[config.mk]
export PLATFORM = sky130hd
export DESIGN_NAME = dmem_arbiter
export DESIGN_NICKNAME = d
export VERILOG_FILES = /design/src/rtl/dmem_arb_pkg.sv /design/src/rtl/rr_arb2.sv /design/src/rtl/dmem_arbiter.sv
export SDC_FILE = /design/constraint.sdc
export NUM_CORES = 1
export LEC_CHECK = 0
export ABC_AREA = 0
export CAP_MARGIN = 40
export CORE_ASPECT_RATIO = 0.7
export CORE_MARGIN = 8
export CORE_UTILIZATION = 44
export DETAILED_ROUTE_END_ITERATION = 16
export HOLD_SLACK_MARGIN = 0.12
export PLACE_DENSITY = 0.94
export SLEW_MARGIN = 20
export SYNTH_ARGS = -nofsm -noshare
export SYNTH_HDL_FRONTEND = slang
export SYNTH_SLANG_ARGS = --single-unit
[constraint.sdc]
create_clock -name clk -period 4.8 [get_ports clk]
set_clock_uncertainty 0.05 [all_clocks]
set_input_delay 0.72 -clock clk [delete_from_list [all_inputs] [get_ports clk]]
set_output_delay 0.72 -clock clk [all_outputs]
set_load 0.05 [all_outputs]
[src/rtl/dmem_arb_pkg.sv]
// Shared definitions for the data-memory arbiter: FSM encoding, port ids, sizing.
package dmem_arb_pkg;

  typedef enum logic {
    IDLE   = 1'b0,
    ACCESS = 1'b1
  } arb_state_t;

  // Port 0 is the core load/store unit, port 1 the peripheral/debug master.
  localparam logic PORT_CORE = 1'b0;
  localparam logic PORT_DBG  = 1'b1;

  // Default number of 32-bit words in the shared memory.
  localparam int DEFAULT_DEPTH = 64;

endpackage : dmem_arb_pkg

[src/rtl/rr_arb2.sv]
// Combinational two-way round-robin picker: a lone requester always wins,
// a tie goes to the port that was not granted last.
module rr_arb2
  import dmem_arb_pkg::*;
(
  input  logic [1:0] req,
  input  logic       last_grant,
  output logic [1:0] gnt
);

  // One-hot (or zero) grant selection.
  always_comb begin
    gnt = 2'b00;
    case (req)
      2'b01:   gnt = 2'b01;
      2'b10:   gnt = 2'b10;
      2'b11:   gnt = (last_grant == PORT_DBG) ? 2'b01 : 2'b10;
      default: gnt = 2'b00;
    endcase
  end

endmodule : rr_arb2

[src/rtl/dmem_arbiter.sv]
// Two-port arbiter in front of a single-ported data memory. A request is
// accepted in IDLE, the memory is accessed for exactly one ACCESS cycle from
// latched fields, and a one-cycle registered response goes back to the
// originating port.
module dmem_arbiter
  import dmem_arb_pkg::*;
#(
  parameter int DEPTH = DEFAULT_DEPTH,
  parameter int NPORT = 2
) (
  input  logic                  clk,
  input  logic                  rst_n,
  input  logic [NPORT-1:0]      req_i,
  input  logic [NPORT-1:0]      we_i,
  input  logic [NPORT-1:0][31:0] addr_i,
  input  logic [NPORT-1:0][31:0] wdata_i,
  output logic [NPORT-1:0]      gnt_o,
  output logic [NPORT-1:0]      resp_valid_o,
  output logic                  resp_err_o,
  output logic [31:0]           rdata_o,
  output logic                  mem_we_o,
  output logic [31:0]           mem_addr_o,
  output logic [31:0]           mem_wdata_o,
  input  logic [31:0]           mem_rdata_i
);

  localparam logic [29:0] DEPTH_W = 30'(DEPTH);

  arb_state_t state_reg, state_next;
  logic       last_grant_reg;
  logic       lat_port_reg;
  logic       lat_we_reg;
  logic [31:0] lat_addr_reg;
  logic [31:0] lat_wdata_reg;
  logic [NPORT-1:0] resp_valid_reg;
  logic       resp_err_reg;
  logic [31:0] rdata_reg;

  logic [1:0] arb_gnt;
  logic [NPORT-1:0] gnt;
  logic       accept;
  logic       grant_port;
  logic       in_range;
  logic       mem_we;
  logic [31:0] mem_addr;
  logic [31:0] mem_wdata;

  rr_arb2 u_rr_arb2 (
    .req        (req_i),
    .last_grant (last_grant_reg),
    .gnt        (arb_gnt)
  );

  assign grant_port = arb_gnt[PORT_DBG] ? PORT_DBG : PORT_CORE;
  assign in_range   = (lat_addr_reg[31:2] < DEPTH_W);

  // Next-state, grant and memory-side drive; memory pins idle at zero.
  always_comb begin
    state_next = state_reg;
    gnt        = '0;
    accept     = 1'b0;
    mem_we     = 1'b0;
    mem_addr   = 32'd0;
    mem_wdata  = 32'd0;
    case (state_reg)
      IDLE: begin
        // Grants are suppressed while reset is held so every output reads 0.
        if (rst_n) begin
          gnt = arb_gnt;
        end
        accept = |gnt;
        if (accept) begin
          state_next = ACCESS;
        end
      end
      ACCESS: begin
        state_next = IDLE;
        mem_we     = lat_we_reg && in_range;
        mem_addr   = lat_addr_reg;
        mem_wdata  = lat_wdata_reg;
      end
      default: state_next = IDLE;
    endcase
  end

  // State register; async reset also aborts an in-flight access.
  always_ff @(posedge clk or negedge rst_n) begin
    if (!rst_n) begin
      state_reg <= IDLE;
    end else begin
      state_reg <= state_next;
    end
  end

  // Capture the accepted request and remember who won for the next tie.
  always_ff @(posedge clk or negedge rst_n) begin
    if (!rst_n) begin
      last_grant_reg <= PORT_DBG;
      lat_port_reg   <= PORT_CORE;
      lat_we_reg     <= 1'b0;
      lat_addr_reg   <= 32'd0;
      lat_wdata_reg  <= 32'd0;
    end else if (accept) begin
      last_grant_reg <= grant_port;
      lat_port_reg   <= grant_port;
      lat_we_reg     <= we_i[grant_port];
      lat_addr_reg   <= addr_i[grant_port];
      lat_wdata_reg  <= wdata_i[grant_port];
    end
  end

  // Register the response at the end of ACCESS; zero in every other cycle.
  always_ff @(posedge clk or negedge rst_n) begin
    if (!rst_n) begin
      resp_valid_reg <= '0;
      resp_err_reg   <= 1'b0;
      rdata_reg      <= 32'd0;
    end else if (state_reg == ACCESS) begin
      resp_valid_reg               <= '0;
      resp_valid_reg[lat_port_reg] <= 1'b1;
      resp_err_reg                 <= !in_range;
      rdata_reg                    <= (!lat_we_reg && in_range) ? mem_rdata_i : 32'd0;
    end else begin
      resp_valid_reg <= '0;
      resp_err_reg   <= 1'b0;
      rdata_reg      <= 32'd0;
    end
  end

  assign gnt_o        = gnt;
  assign resp_valid_o = resp_valid_reg;
  assign resp_err_o   = resp_err_reg;
  assign rdata_o      = rdata_reg;
  assign mem_we_o     = mem_we;
  assign mem_addr_o   = mem_addr;
  assign mem_wdata_o  = mem_wdata;

endmodule : dmem_arbiter

==> results of run 1 <==
## logic make-up after synthesis
kind of cell,Yosys count
compound gates,4
buf+inv,32
flops,103
mux,130
simple gates,147
## cell usage in the layout, fill, tap and decap left out, drive strengths merged
cell | netlist | layout
or3b | 1 | 1
nor2 | 2 | 2
a21o | 2 | 2
nor2b | 4 | 4
dfrtp | 102 | 102
clkinv | 0 | 2
nor4 | 6 | 6
nand4 | 1 | 1
nand2 | 34 | 34
clkdlybuf4s50 | 0 | 266
inv | 1 | 6
a21boi | 1 | 1
dfstp | 1 | 1
mux2 | 130 | 130
buf | 17 | 12
nand2b | 1 | 1
o21a | 1 | 1
nor3 | 33 | 33
and2 | 65 | 65
clkbuf | 14 | 9
## final timing paths
check	from	to	slack [ns]
setup / recovery	state_reg	gnt_o[0]	1.34
hold / removal	rst_n	lat_wdata_reg[6]	0.43
setup reg to reg	state_reg	lat_addr_reg[28]	2.35
hold reg to reg	lat_port_reg	resp_valid_o[0]	0.44
max in group asynchronous	rst_n	state_reg	3.08
min in group clk	lat_port_reg	resp_valid_o[0]	0.44
## worst reg2reg max path, stage by stage (launching register included)
cell      delay (ns)
dfrtp_2         0.68
nand2b_1        0.36
nor2_4          0.30
buf_12          0.24
buf_12          0.30
mux2_2          0.41
## through the flow
stage / cells / utilization, % / power, mW / hold slack (ns)
2_1_floorplan: 416 / - / 1.68 / 0.368
3_3_place_gp: 816 / 68.7 / 2.00 / 0.402
3_5_place_dp: 820 / 69.3 / 2.05 / 0.425
4_1_cts: 836 / 71.8 / 2.77 / 0.435
5_1_grt: 836 / 71.8 / 2.87 / 0.461
6_report: 836 / 71.8 / 2.74 / 0.429
## routing by layer
layer	vias up	routed length [µm]	GRT usage, %
met5	-	0	0
met4	0	222	4.86
met3	14	1160	6.05
li1	1927	-	-
met2	163	8820	38.2
met1	2015	6420	22.3
## layout make-up
cell class | count | area [µm²] | share of cell area [%]
timing repair buffer | 278 | 2810 | 33.1
multi-input combinational | 281 | 2600 | 30.6
sequential | 103 | 2580 | 30.4
clock buffer | 9 | 225 | 2.66
tap | 157 | 196 | 2.32
clock inverter | 7 | 68.8 | 0.812
inverter | 1 | 3.75 | 0.0443
## power by group through the flow
stage | clock (mW) | sequential, mW | combinational [mW]
5_1_grt | 0.774 | 1.12 | 0.978
4_1_cts | 0.737 | 1.10 | 0.938
2_1_floorplan | 0 | 1.08 | 0.597
3_3_place_gp | 0 | 1.10 | 0.899
3_5_place_dp | 0 | 1.11 | 0.933
6_report | 0.720 | 1.10 | 0.928
==> impl_metrics.toml, run 1 <==
[setup_path]
worstPathRequired_ns = 4.03
crit_fanout = 48
cp_slowest_stage_delay_ns = 0.80
start_kind = "flip-flop"
cp.arrival_ns = 2.69
worstSetupPathDepth = 4
cp-end-kind = "output port"
slowest_stage = "clkdlybuf4s50_1"
path_class = "reg2out"
crit_chain = "nand2b_1 > or3b_1 > inv_1 > clkdlybuf4s50_1"
critPathBufInv = 2
reg2reg_depth = 5
crit_family = "buffers and inverters"

[placement]
post-place-ws_ns = 1.39
place_area_mm2 = 0.00819
globalplace.congestion = 0.781
hpwl_um = 13000
io_buffer_count = 267

[cts]
clk_latency_ns = 0.33
clockBufferDepth = 2
cts_sinks = 103
cts_resized = 0
ctsHtreeMaxLevel = 3
clockRootBuffer = "clkbuf_16"
clkTransAtPathRegs_ns = 0.07
postCtsSetupBuffers = 0
cts_buffers = 9
hold_buffers = 0
cts_tree = "done"

[finish]
final_area_mm2 = 0.00848
drive_above_1_share_pct = 24.0
nFillCells = 826
nNetsFinal = 840
syn2layout_area_growth_pct = 58.2
n_antenna_cell = 0

[timing]
tightest_slew_ns = 0.722
setup_ws_ns = 1.34
rsz0062_at_grt = "no"
slew_headroom_pct = 51.8
finalHoldViolCount = 0
setup_viol = 0
timing.final.crit_share_pct = 72.1
setup_tns_ns = 0
maxSlewViolCount = 0
fin_crit_ns = 3.46
fmax_ghz = 0.289

[global_route]
grt_pass1_vias = 4655
track_usage_pct = 20.3
antenna_found_initial = 0
grt_overflow = 0
grt_first_pass_wirelength_um = 25700
grt_max_degree = 58

[detailed_routing]
drtIter0Drc = 142
via_per_inst = 4.93
wirelength_um = 16600
dr.pass1.iters = 4
drc = 0
wl_per_cell_um = 19.9
ant_nets = 0
num_vias = 4119

[synth]
synth-compound-area-share_pct = 0.630
netlist_instances = 416
synth_area_leader_cell = "dfrtp_1"
yosys.area_share.simple_pct = 14.8
async_flop_share_pct = 100
synthMuxAreaShare_pct = 32.8
post_synth.cell_area_avg_um2 = 12.9
synth_ff_type = "dfrtp_1"
ys_seq_area_share_pct = 48.1
synth_fp_nets = 582
yosys-top-cells-count = "102 x dfrtp_1, 78 x mux2_4, 65 x and2_1, 52 x mux2_2, 34 x nand2_1"
ys_top_cells_by_area = "dfrtp_1 48%, mux2_4 22%, mux2_2 11%"
synth_top_family_by_area = "multiplexers"
synth_edf_count = 0
ys_warn_count = 0
yosys.area.top_type_share_pct = 47.6
synth_most_common_cell = "dfrtp_1"
synth_cell_type_count = 21
synth_xor_area_share_pct = 0
synth_fa_ha_area_share_pct = 0
synth_area_mm2 = 0.00536
synth_seq_cells = 103

[pwr]
intPower_mw = 1.87
p_sw_mw = 0.872
power.share.sequential_pct = 39.9
pwr_density_cell_mw_per_mm2 = 324
peakVddDrop_mv = 0.196
clkPwrFrac_pct = 26.2
comb_power_share_pct = 33.8
p_leak_nw = 3.56
sw_frac_of_total_pct = 31.8

[floorplanning]
die_y_um = 108
rows = 33
core_mm2 = 0.0118
start_util_pct = 45.4
dieArea_mm2 = 0.0160
fp.dieW_um = 148
io_pins = 268

[hold_path]
hp-class = "in2async"

[outcome]
status = "complete, no violations"

[flow_run]
maxCapViolations = 0
No activity file was read; power rests on OpenSTA's default activity.
==> inputs of run 2 (changes only) <==
--- a/config.mk
+++ b/config.mk
@@ -9,10 +9,10 @@
 export CAP_MARGIN = 40
 export CORE_ASPECT_RATIO = 0.7
 export CORE_MARGIN = 8
-export CORE_UTILIZATION = 44
+export CORE_UTILIZATION = 37
 export DETAILED_ROUTE_END_ITERATION = 16
 export HOLD_SLACK_MARGIN = 0.12
-export PLACE_DENSITY = 0.94
+export PLACE_DENSITY = 0.85
 export SLEW_MARGIN = 20
 export SYNTH_ARGS = -nofsm -noshare
 export SYNTH_HDL_FRONTEND = slang
==> constraint.sdc (replaced) <==
create_clock -name clk -period 2.85 [get_ports clk]
set_clock_uncertainty 0.05 [all_clocks]
set_input_delay 0.4275 -clock clk [delete_from_list [all_inputs] [get_ports clk]]
set_output_delay 0.4275 -clock clk [all_outputs]
set_load 0.05 [all_outputs]
==> run 2 against run 1 <==
Against the previous run: core utilization fell by 12 points; sequential share of layout area rose by 0.22 points; combinational power rose by 65%; final cell count rose by 4.1%; final area fell by 0.71%; critical path type unchanged; sequential power rose by 68%; sequential cell count did not move; first-iteration DRC count rose by 67%; critical endpoint is now mem_addr_o[18].
==> impl_metrics.toml, run 2 (synthesis gave the netlist of run 1 again) <==
[outcome]
status = "complete, no violations"

[setup_path]
cp_slowest_stage_delay_ns = 0.83
crit_family = "buffers and inverters"
cp.arrival_ns = 2.17
worstSetupPathDepth = 2
crit_fanout = 42
rr_startpoint = "state_reg"
cp-end-kind = "output port"
worstPathRequired_ns = 2.37
reg2reg_depth = 5
start_kind = "flip-flop"
path_class = "reg2out"
crit_chain = "and2_1 > clkdlybuf4s50_1"
critPathBufInv = 1
slowest_stage = "clkdlybuf4s50_1"
crit_path_start = "state_reg"

[detailed_routing]
drtIter0Drc = 237
wl_met2_um = 8540
top_layer_used = "met4"
drc = 0
dr.pass1.iters = 4
wl_per_cell_um = 19.1
num_vias = 4178
met3_length_um = 921
ant_nets = 0
via_per_inst = 4.80
wirelength_um = 16600
routedLengthMet1_um = 6790

[pwr]
pwr_density_cell_mw_per_mm2 = 550
peakVddDrop_mv = 0.436
p_leak_nw = 3.66

[floorplanning]
core_mm2 = 0.0141
rows = 36
start_util_pct = 38.1
fp.dieW_um = 160
die_y_um = 117
dieArea_mm2 = 0.0187
io_pins = 268

[global_route]
grt_max_degree = 55
grt_first_pass_wirelength_um = 25700
antenna_found_initial = 0
grt_overflow = 0
track_usage_pct = 17.2
grt_pass1_vias = 4714

[timing]
tightest_slew_ns = 0.699
setup_viol = 0
timing.final.crit_share_pct = 92.8
setup_tns_ns = 0
finalHoldViolCount = 0
fin_crit_ns = 2.65
maxSlewViolCount = 0
fmax_ghz = 0.378
rsz0062_at_grt = "no"
slew_headroom_pct = 53.4

[cts]
clockRootBuffer = "clkbuf_16"
cts_tree = "done"
ctsHtreeMaxLevel = 3
clockBufferDepth = 2
cts_buffers = 9
clk_latency_ns = 0.34
cts_resized = 0
hold_buffers = 0
clkTransAtPathRegs_ns = 0.08
postCtsSetupBuffers = 0
cts_sinks = 103

[hold_path]
hp-class = "in2async"

[placement]
io_buffer_count = 267
dp.cells = 854
place_area_mm2 = 0.00811
hpwl_um = 13000
globalplace.congestion = 0.776

[finish]
final_cells = 870
n_antenna_cell = 0
final_area_mm2 = 0.00842
nFillCells = 1126
nNetsFinal = 841
multi_input_area_mm2 = 0.00260
drive_above_1_share_pct = 31.8
final_cell_mix = "214 x clkdlybuf4s50_1, 101 x dfrtp_1, 78 x mux2_4"
final_common_cell = "clkdlybuf4s50_1"
syn2layout_area_growth_pct = 57.1
register_area_mm2 = 0.00258

[flow_run]
maxCapViolations = 0
[run 2: final cells by class]
type | instances | share of cell area, %
Tap cell | 190 | 2.82
Clock inverter | 6 | 0.802
Clock buffer | 10 | 2.84
Multi-Input combinational cell | 281 | 30.9
Inverter | 1 | 0.0446
Timing Repair Buffer | 279 | 32.0
Sequential cell | 103 | 30.6
[run 2: through the flow]
stage	power (mW)	setup slack, ns	hold slack (ns)	utilization (%)
2_1_floorplan	2.83	0.380	0.0819	-
3_3_place_gp	3.37	0.533	0.394	57.7
3_5_place_dp	3.42	0.472	0.403	57.7
4_1_cts	4.70	0.157	0.174	59.9
5_1_grt	4.84	0.0899	0.206	59.9
6_report	4.63	0.204	0.147	59.9
[run 2: final timing paths]
path	slack (ns)	to
worst max-delay path	0.20	mem_addr_o[18]
worst min-delay path	0.15	lat_wdata_reg[9]
worst max register to register	0.58	lat_wdata_reg[9]
worst min register to register	0.41	resp_valid_o[0]
max in group asynchronous	1.41	state_reg
min in group clk	0.41	resp_valid_o[0]
[run 2: routing by layer]
| metal | vias to the layer above | global-route usage [%] |
|---|---|---|
| li1 | 1932 | - |
| met4 | 0 | 5.52 |
| met1 | 2068 | 19.8 |
| met2 | 149 | 30.9 |
| met3 | 29 | 4.51 |
| met5 | - | 0 |
[run 2: where the power goes]
group | leakage (nW) | internal [mW] | total, mW | switching (mW)
clock network | 0.145 | 0.709 | 1.25 | 0.544
registers | 1.28 | 1.69 | 1.85 | 0.156
logic | 2.23 | 0.814 | 1.53 | 0.719
total | 3.66 | 3.21 | 4.63 | 1.42
[run 2: worst register-to-register path: cells and delay by family, from the launching register on]
kind | cells | cell delay (ns)
buf+inv | 2 | 0.70
flops | 1 | 0.63
mux | 1 | 0.40
simple gates | 2 | 0.39
==> inputs of run 3 (changes only) <==
--- a/config.mk
+++ b/config.mk
@@ -9,10 +9,10 @@
 export CAP_MARGIN = 40
 export CORE_ASPECT_RATIO = 0.7
 export CORE_MARGIN = 8
-export CORE_UTILIZATION = 37
+export CORE_UTILIZATION = 41
 export DETAILED_ROUTE_END_ITERATION = 16
 export HOLD_SLACK_MARGIN = 0.12
-export PLACE_DENSITY = 0.85
+export PLACE_DENSITY = 0.89
 export SLEW_MARGIN = 20
 export SYNTH_ARGS = -nofsm -noshare
 export SYNTH_HDL_FRONTEND = slang
==> constraint.sdc (replaced) <==
create_clock -name clk -period 3.01 [get_ports clk]
set_clock_uncertainty 0.05 [all_clocks]
set_input_delay 0.4515 -clock clk [delete_from_list [all_inputs] [get_ports clk]]
set_output_delay 0.4515 -clock clk [all_outputs]
set_load 0.05 [all_outputs]
==> run 3 against run 2 <==
Against the previous run: register-to-register slack improved by 0.35 ns; sequential share of layout area fell by 0.34 points; highest routed layer unchanged; critical path depth rose by 1; critical path type unchanged; clock power fell by 5%; non-clock buffer count fell by 2.
==> impl_metrics.toml, run 3 (synthesis gave the netlist of run 1 again) <==
[outcome]
status = "complete, no violations"

[timing]
fmax_ghz = 0.360
slew_headroom_pct = 51.2
rsz0062_at_grt = "no"
timing.final.crit_share_pct = 92.2
maxSlewViolCount = 0
tightest_slew_ns = 0.732
setup_tns_ns = 0
finalHoldViolCount = 0
setup_viol = 0
fin_crit_ns = 2.77

[flow_run]
maxCapViolations = 0

[pwr]
p_leak_nw = 3.57
peakVddDrop_mv = 0.323
p_total_mw = 4.42
pwr_density_cell_mw_per_mm2 = 519

[setup_path]
reg2reg_depth = 4
worstSetupPathDepth = 3
critPathBufInv = 2
cp.arrival_ns = 2.27
path_class = "reg2out"
cp_slowest_stage_delay_ns = 0.83
worstPathRequired_ns = 2.51
slowest_stage = "clkdlybuf4s50_1"
start_kind = "flip-flop"
crit_family = "buffers and inverters"
cp-end-kind = "output port"
crit_chain = "buf_12 > and2_1 > clkdlybuf4s50_1"
crit_fanout = 41

[cts]
cts_buffers = 9
postCtsSetupBuffers = 0
cts_resized = 0
clockRootBuffer = "clkbuf_16"
cts_tree = "done"
cts_sinks = 103
clkTransAtPathRegs_ns = 0.07
clockBufferDepth = 2
ctsHtreeMaxLevel = 3
hold_buffers = 0
clk_latency_ns = 0.33

[finish]
multi_input_area_mm2 = 0.00260
final_common_cell = "clkdlybuf4s50_1"
postLayoutCoreUtil_pct = 65.7
n_antenna_cell = 0
final_cell_mix = "262 x clkdlybuf4s50_1, 101 x dfrtp_1, 78 x mux2_4"
nFillCells = 925
nNetsFinal = 839
syn2layout_area_growth_pct = 58.8
register_area_mm2 = 0.00258
final_area_mm2 = 0.00851
final_cells = 844
drive_above_1_share_pct = 24.5

[detailed_routing]
wirelength_um = 16300
drtIter0Drc = 178
ant_nets = 0
via_per_inst = 4.88
drc = 0
wl_per_cell_um = 19.3
dr.pass1.iters = 4
num_vias = 4121

[floorplanning]
io_pins = 268
die_y_um = 112
core_mm2 = 0.0130
start_util_pct = 41.4
dieArea_mm2 = 0.0170
rows = 35
fp.dieW_um = 153

[placement]
place_area_mm2 = 0.00820
io_buffer_count = 267
hpwl_um = 12900
globalplace.congestion = 0.746
dp.cells = 828

[global_route]
grt_first_pass_wirelength_um = 25500
grt_pass1_vias = 4595
grt_max_degree = 58
antenna_found_initial = 0
grt_overflow = 0
track_usage_pct = 18.6

[hold_path]
hp-class = "in2async"
## run 3: changes by cell type in the layout (fill, tap and decap cells not counted)
cell and delta:
inv_8 +1, buf_12 +1, clkdlybuf4s50_1 +48, clkinv_4 -1, buf_4 -51, clkinv_2 -1
inv_6 +1
## run 3: per-layer routing
| layer | wire [µm] | vias up | GRT usage (%) |
|---|---|---|---|
| li1 | - | 1941 | - |
| met4 | 178 | 0 | 4.27 |
| met2 | 8540 | 154 | 34.0 |
| met1 | 6680 | 2014 | 21.2 |
| met5 | 0 | - | 0 |
| met3 | 925 | 12 | 4.99 |
## run 3: worst paths after layout
check / start / to / slack, ns
setup / recovery: state_reg / mem_addr_o[14] / 0.24
hold / removal: rst_n / lat_wdata_reg[6] / 0.17
setup reg to reg: state_reg / lat_addr_reg[25] / 0.93
hold reg to reg: lat_port_reg / resp_valid_o[0] / 0.42
max in group asynchronous: rst_n / state_reg / 1.54
min in group clk: lat_port_reg / resp_valid_o[0] / 0.42
## run 3: metrics by stage
stage | hold WS, ns | worst slack, ns
after CTS | 0.180 | 0.169
after global routing | 0.203 | 0.125
final | 0.169 | 0.236
after floorplan | 0.106 | 0.516
after global placement | 0.386 | 0.426
after detailed placement | 0.411 | 0.505
## run 3: area by class of cell
cell class	count	share of cell area, %
Timing Repair Buffer	277	33.0
Clock inverter	6	0.867
Inverter	1	0.0441
Multi-Input combinational cell	281	30.5
Clock buffer	10	2.81
Tap cell	166	2.44
Sequential cell	103	30.3
## run 3: power by group
group | switching (mW) | total [mW] | internal [mW] | leakage, nW
sequential | 0.153 | 1.75 | 1.60 | 1.28
clock | 0.513 | 1.19 | 0.679 | 0.148
combinational | 0.676 | 1.47 | 0.793 | 2.14
